<file path="src/rtl/instr_encoder_if.sv">
// Request and instruction-memory write handshake bundle for instr_encoder.
// The slave modport is the encoder's view and the master modport is the driver/memory side.
interface instr_encoder_if #(
    parameter int ADDR_W = 16
) ();
    logic              in_valid;
    logic              in_ready;
    logic [3:0]        op_sel;
    logic [4:0]        rd;
    logic [4:0]        rn;
    logic [4:0]        rm;
    logic [25:0]       imm;
    logic              wr_valid;
    logic              wr_ready;
    logic [ADDR_W-1:0] wr_addr;
    logic [31:0]       wr_data;

    modport slave (
        input  in_valid, op_sel, rd, rn, rm, imm, wr_ready,
        output in_ready, wr_valid, wr_addr, wr_data
    );

    modport master (
        output in_valid, op_sel, rd, rn, rm, imm, wr_ready,
        input  in_ready, wr_valid, wr_addr, wr_data
    );
endinterface

</file>
<file path="src/rtl/instr_encoder.sv">
// LEGv8 instruction encoder: packs request fields into machine words, buffers them in a FIFO
// and streams them to instruction memory. Define IMM_RANGE_CHECK_EN to flag out-of-range immediates.
module instr_encoder #(
    parameter int DEPTH  = 4,
    parameter int ADDR_W = 16
) (
    input  logic              clk,
    input  logic              reset,
    instr_encoder_if.slave    bus,
    input  logic              addr_load,
    input  logic [ADDR_W-1:0] base_addr,
    output logic [15:0]       words_written,
    output logic              err,
    input  logic              clr_err
);
    localparam int PTR_W = $clog2(DEPTH);
    localparam int CNT_W = PTR_W + 1;

    localparam logic [3:0] OP_ADDI = 4'd0;
    localparam logic [3:0] OP_ADDS = 4'd1;
    localparam logic [3:0] OP_B    = 4'd2;
    localparam logic [3:0] OP_BLT  = 4'd3;
    localparam logic [3:0] OP_CBZ  = 4'd4;
    localparam logic [3:0] OP_LDUR = 4'd5;
    localparam logic [3:0] OP_LSL  = 4'd6;
    localparam logic [3:0] OP_LSR  = 4'd7;
    localparam logic [3:0] OP_MUL  = 4'd8;
    localparam logic [3:0] OP_STUR = 4'd9;
    localparam logic [3:0] OP_SUBS = 4'd10;

    function automatic logic op_legal(input logic [3:0] op);
        return (op <= OP_SUBS);
    endfunction

    function automatic logic [31:0] encode(input logic [3:0] op, input logic [4:0] rd,
                                           input logic [4:0] rn, input logic [4:0] rm,
                                           input logic [25:0] imm);
        logic [31:0] word;
        case (op)
            OP_ADDI: word = {10'b1001000100, imm[11:0], rn, rd};
            OP_ADDS: word = {11'b10101011000, rm, 6'b000000, rn, rd};
            OP_B:    word = {6'b000101, imm[25:0]};
            OP_BLT:  word = {8'b01010100, imm[18:0], 1'b0, 4'b1011};
            OP_CBZ:  word = {8'b10110100, imm[18:0], rd};
            OP_LDUR: word = {11'b11111000010, imm[8:0], 2'b00, rn, rd};
            OP_LSL:  word = {11'b11010011011, 5'b00000, imm[5:0], rn, rd};
            OP_LSR:  word = {11'b11010011010, 5'b00000, imm[5:0], rn, rd};
            OP_MUL:  word = {11'b10011011000, rm, 6'b011111, rn, rd};
            OP_STUR: word = {11'b11111000000, imm[8:0], 2'b00, rn, rd};
            OP_SUBS: word = {11'b11101011000, rm, 6'b000000, rn, rd};
            default: word = 32'd0;
        endcase
        return word;
    endfunction

`ifdef IMM_RANGE_CHECK_EN
    // Signed fields fit when every bit above the field's sign bit matches it.
    function automatic logic imm_fits(input logic [3:0] op, input logic [25:0] imm);
        logic fits;
        case (op)
            OP_ADDI:                 fits = (imm[25:12] == 14'd0);
            OP_LSL, OP_LSR:          fits = (imm[25:6] == 20'd0);
            OP_BLT, OP_CBZ:          fits = (&imm[25:18]) | (~|imm[25:18]);
            OP_LDUR, OP_STUR:        fits = (&imm[25:8]) | (~|imm[25:8]);
            default:                 fits = 1'b1;
        endcase
        return fits;
    endfunction
`endif

    logic [31:0]       mem_r [DEPTH];
    logic [PTR_W-1:0]  wr_ptr_r;
    logic [PTR_W-1:0]  rd_ptr_r;
    logic [CNT_W-1:0]  count_r;
    logic [ADDR_W-1:0] addr_r;
    logic [15:0]       words_r;
    logic              err_r;

    logic              accept_s;
    logic              range_bad_s;
    logic              bad_s;
    logic              push_s;
    logic              pop_s;
    logic [31:0]       word_s;

    // Request decode: legality, optional immediate range check and the packed word.
    always_comb begin
`ifdef IMM_RANGE_CHECK_EN
        range_bad_s = ~imm_fits(bus.op_sel, bus.imm);
`else
        range_bad_s = 1'b0;
`endif
        accept_s = bus.in_valid & bus.in_ready;
        bad_s    = ~op_legal(bus.op_sel) | range_bad_s;
        push_s   = accept_s & ~bad_s;
        pop_s    = (count_r != CNT_W'(0)) & bus.wr_ready;
        word_s   = encode(bus.op_sel, bus.rd, bus.rn, bus.rm, bus.imm);
    end

    assign bus.in_ready   = reset & (count_r != CNT_W'(DEPTH));
    assign bus.wr_valid   = (count_r != CNT_W'(0));
    assign bus.wr_data    = mem_r[rd_ptr_r];
    assign bus.wr_addr    = addr_r;
    assign words_written  = words_r;
    assign err            = err_r;

    // FIFO storage, write address, completion counter and sticky error state.
    always_ff @(posedge clk) begin
        if (!reset) begin
            for (int i = 0; i < DEPTH; i++) begin
                mem_r[i] <= 32'd0;
            end
            wr_ptr_r <= '0;
            rd_ptr_r <= '0;
            count_r  <= '0;
            addr_r   <= '0;
            words_r  <= 16'd0;
            err_r    <= 1'b0;
        end else begin
            if (push_s) begin
                mem_r[wr_ptr_r] <= word_s;
                wr_ptr_r        <= wr_ptr_r + PTR_W'(1);
            end
            if (pop_s) begin
                rd_ptr_r <= rd_ptr_r + PTR_W'(1);
                words_r  <= words_r + 16'd1;
            end
            case ({push_s, pop_s})
                2'b10:   count_r <= count_r + CNT_W'(1);
                2'b01:   count_r <= count_r - CNT_W'(1);
                default: count_r <= count_r;
            endcase
            // A load wins over the increment; a same-cycle write already used the old address.
            if (addr_load) begin
                addr_r <= base_addr;
            end else if (pop_s) begin
                addr_r <= addr_r + ADDR_W'(4);
            end
            if (accept_s & bad_s) begin
                err_r <= 1'b1;
            end else if (clr_err) begin
                err_r <= 1'b0;
            end
        end
    end
endmodule

</file>
<file path="src/flat_wrapper.sv">
// flat-port wrapper written by rule: the top's interface ports become plain ports
module instr_encoder_flat 
#(
    parameter int DEPTH  = 4,
    parameter int ADDR_W = 16
)
  (clk, reset, addr_load, base_addr, words_written, err, clr_err, bus_in_valid, bus_op_sel, bus_rd, bus_rn, bus_rm, bus_imm, bus_wr_ready, bus_in_ready, bus_wr_valid, bus_wr_addr, bus_wr_data);
  instr_encoder_if #(.ADDR_W(ADDR_W)) bus_i ();
  input  logic clk;
  input  logic reset;
  input  logic addr_load;
  input  logic [ADDR_W-1:0] base_addr;
  output logic [15:0] words_written;
  output logic err;
  input  logic clr_err;
  input wire logic [$bits(bus_i.in_valid)-1:0] bus_in_valid;
  input wire logic [$bits(bus_i.op_sel)-1:0] bus_op_sel;
  input wire logic [$bits(bus_i.rd)-1:0] bus_rd;
  input wire logic [$bits(bus_i.rn)-1:0] bus_rn;
  input wire logic [$bits(bus_i.rm)-1:0] bus_rm;
  input wire logic [$bits(bus_i.imm)-1:0] bus_imm;
  input wire logic [$bits(bus_i.wr_ready)-1:0] bus_wr_ready;
  output wire logic [$bits(bus_i.in_ready)-1:0] bus_in_ready;
  output wire logic [$bits(bus_i.wr_valid)-1:0] bus_wr_valid;
  output wire logic [$bits(bus_i.wr_addr)-1:0] bus_wr_addr;
  output wire logic [$bits(bus_i.wr_data)-1:0] bus_wr_data;
  assign bus_i.in_valid = bus_in_valid;
  assign bus_i.op_sel = bus_op_sel;
  assign bus_i.rd = bus_rd;
  assign bus_i.rn = bus_rn;
  assign bus_i.rm = bus_rm;
  assign bus_i.imm = bus_imm;
  assign bus_i.wr_ready = bus_wr_ready;
  assign bus_in_ready = bus_i.in_ready;
  assign bus_wr_valid = bus_i.wr_valid;
  assign bus_wr_addr = bus_i.wr_addr;
  assign bus_wr_data = bus_i.wr_data;
  instr_encoder #(.DEPTH(DEPTH), .ADDR_W(ADDR_W)) u_core (.clk(clk), .reset(reset), .bus(bus_i), .addr_load(addr_load), .base_addr(base_addr), .words_written(words_written), .err(err), .clr_err(clr_err));
endmodule
</file>
<file path="config.mk">
export PLATFORM = sky130hd
export DESIGN_NAME = instr_encoder_flat
export DESIGN_NICKNAME = d
export VERILOG_FILES = /design/src/rtl/instr_encoder_if.sv /design/src/rtl/instr_encoder.sv /design/src/flat_wrapper.sv
export SDC_FILE = /design/constraint.sdc
export NUM_CORES = 1
export LEC_CHECK = 0
export CAP_MARGIN = 20
export CORE_MARGIN = 3
export CORE_UTILIZATION = 57
export CTS_BUF_LIST = sky130_fd_sc_hd__clkbuf_8
export DETAILED_ROUTE_END_ITERATION = 12
export HOLD_SLACK_MARGIN = 0.05
export PLACE_DENSITY = 0.91
export SKIP_LAST_GASP = 1
export SLEW_MARGIN = 20
export SYNTH_ARGS = -nofsm -noshare
export SYNTH_HDL_FRONTEND = slang
export SYNTH_SLANG_ARGS = --single-unit
</file>
<file path="constraint.sdc">
create_clock -name clk -period 4.6 [get_ports clk]
set_input_delay 0.92 -clock clk [delete_from_list [all_inputs] [get_ports clk]]
set_output_delay 0.92 -clock clk [all_outputs]
set_load 0.005 [all_outputs]
</file>
==> metrics, run 1 <==
Root Buffer clkbuf_8; WP data required between 3 and 4 ns; CTS Buf Count 17; Setup crit end kind primary output; Crit-path slowest cell dfxtp_2; Setup TNS 0 ns; Area Growth Syn to Fin 22.4%; Commonest cells post-synth nor2_1 (142), edfxtp_1 (128), a21oi_1 (50); CTS tree done; measured slew at the worst slew-check pin approximately 1 ns; Final Power ~0.0038 W; FILL cells just under 1,000; Final setup viols 0; hold slack final between 0.4 and 0.5 ns; Hold Crit Start u_core.err; clock sinks 170; Post-Synthesis Net Count 778; Post-synth EDFFs 128; H-tree levels 4; Seq cells post-synth 170; worst stage delay on the critical path roughly 0.7 ns; synth top area cells edfxtp_1 (47%), dfxtp_1 (10%), mux4_2 (8.7%); Post-DP HPWL around 14,000 um; Synth Cell Area 0.00826 mm2; starting density of the core between 50% and 60%; Cell variety after synth 58; ys async rst share 0%; Max Cap Viol 0; Worst Setup Start Kind register; global-route wire length before repair between 30,000 and 40,000 um; # DRC 0; number of synthesis warnings 0; 1st-iter DRT viols a little under 700; Setup WS post-layout 0.975 ns; diodes inserted 0; die span in y between 100 and 150 um; CTS Buffer Depth 2; DR WL/cell ~21 um; Synth Flop Type edfxtp_1; layout cell share with drive strength beyond 1 10.6%; Resize count post-CTS 0; Tcrit/Tclk final 78.8%; Critical Path AT about 2.7 ns; pre-CTS WS approximately 1.1 ns; clk_lat worst skew about 0.46 ns; Leakage Power roughly 3.5 nW; Slew Limit Fails 0; cts hold-fix bufs 0; die area 0.0160 mm2; CP max FO 17; initial antenna violation count 0; Core ar. 0.0140 mm2; Worst slew margin 32.9%; Final Hold Violating Endpoints 0; Die Wd between 100 and 150 um; nets@finish between 800 and 900; worst min path class register to register; largest net degree at the start of global routing 46; grt ovf 0; TritonRoute pass-1 iters 8; vias in the first global route 6,571; fmax 276 MHz; cell accounting for the most synthesized area edfxtp_1; average size of a mapped cell 11.7 um2; vias per inst 6.29; outcome complete, no violations; Global Route Usage Sum between 20% and 30%; global placement routability congestion 0.945; Setup CP Type register to primary output; maximum VDD drop 0.175 mV; # rows 43; count leader, synth nor2_1; DRT Wirelength ~21,000 um; Clock Skew 0.00971 ns; Pwr Density about 370 mW/mm2; worst r2r src u_core.count_r[0]; sequential-to-total area share from yosys stat a little under three fifths; postcts setup bufs 0; Synth top area share a little under half; Via Count between 6,000 and 7,000; Final min period 3.63 ns; DRT antenna net count 0; IO Pins between 100 and 150; CTS clock-pin slew for the worst setup and hold paths ~0.08 ns; Synth Instances slightly above 700; PortBufs 133; unrepaired setup endpoints after global routing no; critical-path cell list buf_4, mux4_2, clkdlybuf4s50_1
-- metal layers --
metal,vias to the layer above,routed length (um),track usage (%)
met5,-,0,0
met4,0,496,10.1
met3,47,1770,5.73
met2,361,10700,45.5
met1,3124,8080,34.1
li1,2886,-,-
-- stage by stage --
step	utilization (%)	cells	area, um2
2_1_floorplan	-	707	8260
3_3_place_gp	69.2	988	9720
3_5_place_dp	69.2	988	9720
4_1_cts	72.0	1020	10100
5_1_grt	72.0	1020	10100
6_report	72.0	1020	10100
-- registers in the layout, indices dropped and copies added, names as in the netlist, named ones only --
register and cells:
u_core.count_r 3, u_core.rd_ptr_r 2, u_core.mem_r 128, u_core.wr_ptr_r 2, u_core.words_written 16, u_core.err 1
u_core.bus.wr_addr 16
-- cell type report --
class | count | area (um2) | share of cell area [%]
repair buffers | 149 | 1450 | 14.3
multi-input cells | 474 | 3310 | 32.7
inverters | 15 | 56.3 | 0.557
flip-flops and latches | 170 | 4690 | 46.3
clock inverters | 14 | 143 | 1.41
well taps | 180 | 225 | 2.23
clock buffers | 18 | 248 | 2.45
-- cell usage in the layout (no fill, tap or decap), drive strengths merged, types with 3 or more instances in the layout --
cell type	instances
nor2b	10
dfxtp	42
inv	19
edfxtp	128
a31oi	5
a221o	8
nor3	6
buf	17
o21ai	33
clkdlybuf4s50	132
clkinv	5
bufinv	3
mux4	32
o31ai	8
nand3b	4
and4b	3
ha	3
a221oi	11
xnor2	15
or3	11
and2	5
o2bb2ai	8
a21o	9
a21boi	3
nor4	6
a22oi	7
clkbuf	18
nand4	7
nand2b	8
nor2	142
nand3	9
a21oi	50
or4	4
nor4b	3
mux2i	12
nand2	21
xor2	9
-- where the power goes --
group          total [W]  internal, W  switching (W)
logic           0.000874     0.000483       0.000391
registers        0.00186      0.00176      0.0000925
clock network    0.00105     0.000536       0.000513
-- path summary, 6_finish.rpt --
kind / slack (ns) / to / cells past startpoint
max: 0.97 / bus_wr_data[12] / 3
min: 0.49 / u_core.err / 2
max reg2reg: 1.99 / u_core.count_r[2] / 8
min reg2reg: 0.49 / u_core.err / 2
-- logic make-up after synthesis --
kind of cell	synth area share, %
and+or+nand+nor	14.1
AOI/OAI and AO/OA	12.0
buffers and inverters	3.33
muxes	10.5
xor gates and xnor gates	2.54
adders and majority gates	0.818
DFF	56.7
-- critical path, delay by kind of cell, from the launching register on --
kind                   cells  cell delay [ns]
buffers and inverters      2             0.93
DFF                        1             0.70
muxes                      1             0.61
(Power assumes the default switching activity.)
==> run 2: changes to the inputs <==
CORE_UTILIZATION = 50   (was 57)
PLACE_DENSITY = 0.85   (was 0.91)
clock period = 3.2 ns   (was 4.6 ns; I/O delays follow)
==> metrics, run 2 (synthesis gave the netlist of run 1 again) <==
outcome complete, no violations; CTS Buf Count 17; Final Hold Violating Endpoints 0; Tcrit/Tclk final 87.3%; # DRC 0; WP data required 2.56 ns; CP max FO 32; Root Buffer clkbuf_8; 1st-iter DRT viols 755; layout cell share with drive strength beyond 1 12.6%; largest net degree at the start of global routing 45; fmax 358 MHz; TritonRoute pass-1 iters 5; Critical Path AT 2.15 ns; Worst path top cell family by delay buffers and inverters; multi-input logic area roughly 0.0033 mm2; Worst Setup Start Kind register; WP buf/inv 2; initial antenna violation count 0; most frequent cells in the layout nor2_1 (142), clkdlybuf4s50_1 (132), edfxtp_1 (128); worst stage delay on the critical path around 0.59 ns; Setup CP Type register to primary output; Clk network pwr share around 27%; unrepaired setup endpoints after global routing no; Area Growth Syn to Fin 25.2%; Resize count post-CTS 0; measured slew at the worst slew-check pin between 0.9 and 1 ns; grt ovf 0; Core ar. 0.0160 mm2; Pwr Density 531 mW/mm2; CTS tree done; DRT Wirelength 21,700 um; Post-DP HPWL ~14,000 um; CTS clock-pin slew for the worst setup and hold paths 0.09 ns; net switching power figure 0.00152 W; H-tree levels 4; Clock Skew between 0.008 and 0.009 ns; starting density of the core between 50% and 60%; P_int 0.00397 W; nets@finish 913; part of the power in registers about 48%; Sw Ratio between 20 and 30%; # rows 46; final core utilization 64.6%; vias per inst ~6; Worst slew margin a little under two fifths; cts hold-fix bufs 0; Final setup viols 0; register area approximately 0.0047 mm2; diodes inserted 0; clock sinks 170; DRT antenna net count 0; die area 0.0181 mm2; Crit-path slowest cell mux4_2; maximum VDD drop roughly 0.35 mV; max FFs per register approximately 130; Max Cap Viol 0; vias in the first global route around 6,200; FILL cells 1,246; clk_lat worst skew between 0.4 and 0.5 ns; Slew Limit Fails 0; IO Pins 134; die span in y roughly 130 um; busiest metal layer after global routing met2; Via Count between 6,000 and 7,000; Leakage Power between 3 and 4 nW; met2 global-route usage around two fifths; leading cell type in the layout, fill and taps excluded nor2_1; Final min period between 2 and 3 ns; global placement routability congestion 0.915; Combinational Power Share between 20% and 30%; M3 GR Usage around 5.9%; Setup TNS 0 ns; met1 usage a little under a third; Setup crit end kind primary output; PortBufs 133; CTS Buffer Depth 2; Die Wd roughly 130 um; DR WL/cell about 20 um; critical-path cell list buf_12, mux4_2, clkdlybuf4s50_1; worst min path class register to register; Global Route Usage Sum 24.1%; register name with the most flops u_core.mem_r; global-route wire length before repair roughly 34,000 um; postcts setup bufs 0
==> run 2: cell types whose count changed in the layout (fill, tap and decap cells not counted), sizes merged <==
| cell | delta |
|---|---|
| buf | +15 |
| bufinv | -1 |
| clkinvlp | +2 |
| clkbuf | -1 |
| clkinv | +1 |
| inv | -1 |
==> run 2: final timing paths <==
kind,start,end,slack [ns],cells past startpoint
setup / recovery,register,bus_wr_data[14],0.41,3
setup reg to reg,u_core.count_r[2],u_core.mem_r[1][8],0.67,6
hold reg to reg,u_core.err,u_core.err,0.48,2
hold / removal,u_core.err,u_core.err,0.48,2
==> run 2: layout make-up <==
class / instances / area share, %
Sequential cell: 170 / 45.3
Multi-Input combinational cell: 474 / 32.0
Timing Repair Buffer: 164 / 15.8
Tap cell: 216 / 2.61
Clock buffer: 17 / 2.26
Clock inverter: 15 / 1.46
Inverter: 15 / 0.545
==> run 2: power by group through the flow <==
stage / sequential [W] / combinational (W) / clock (W)
2_1_floorplan: 0.00264 / 0.000737 / 0
3_3_place_gp: 0.00266 / 0.00136 / 0
3_5_place_dp: 0.00267 / 0.00138 / 0
4_1_cts: 0.00262 / 0.00139 / 0.00151
5_1_grt: 0.00264 / 0.00148 / 0.00160
6_report: 0.00262 / 0.00138 / 0.00149
==> run 2: worst register-to-register path: cells and delay by family, from the launching register on <==
kind	cells	cell delay, ns
AOI/OAI and AO/OA	2	0.25
and+or+nand+nor	2	0.73
buffers and inverters	2	0.86
DFF	1	0.44
==> run 2: layer usage <==
metal  wire length, um  up-vias
li1                  -     2921
met1              8260     3066
met2             10600      415
met3              2160       53
met4               703        0
met5                 0        -
==> run 2: stage by stage <==
step                hold WS, ns  setup slack, ns  power [W]  cell area (um2)  cells
floorplan                 0.461            0.354    0.00338             8260    707
global placement          0.458            0.283    0.00402             9950   1039
detailed placement        0.472            0.131    0.00405             9950   1039
CTS                       0.491            0.350    0.00552            10300   1071
global route              0.509            0.307    0.00571            10300   1071
finish                    0.483            0.406    0.00549            10300   1071
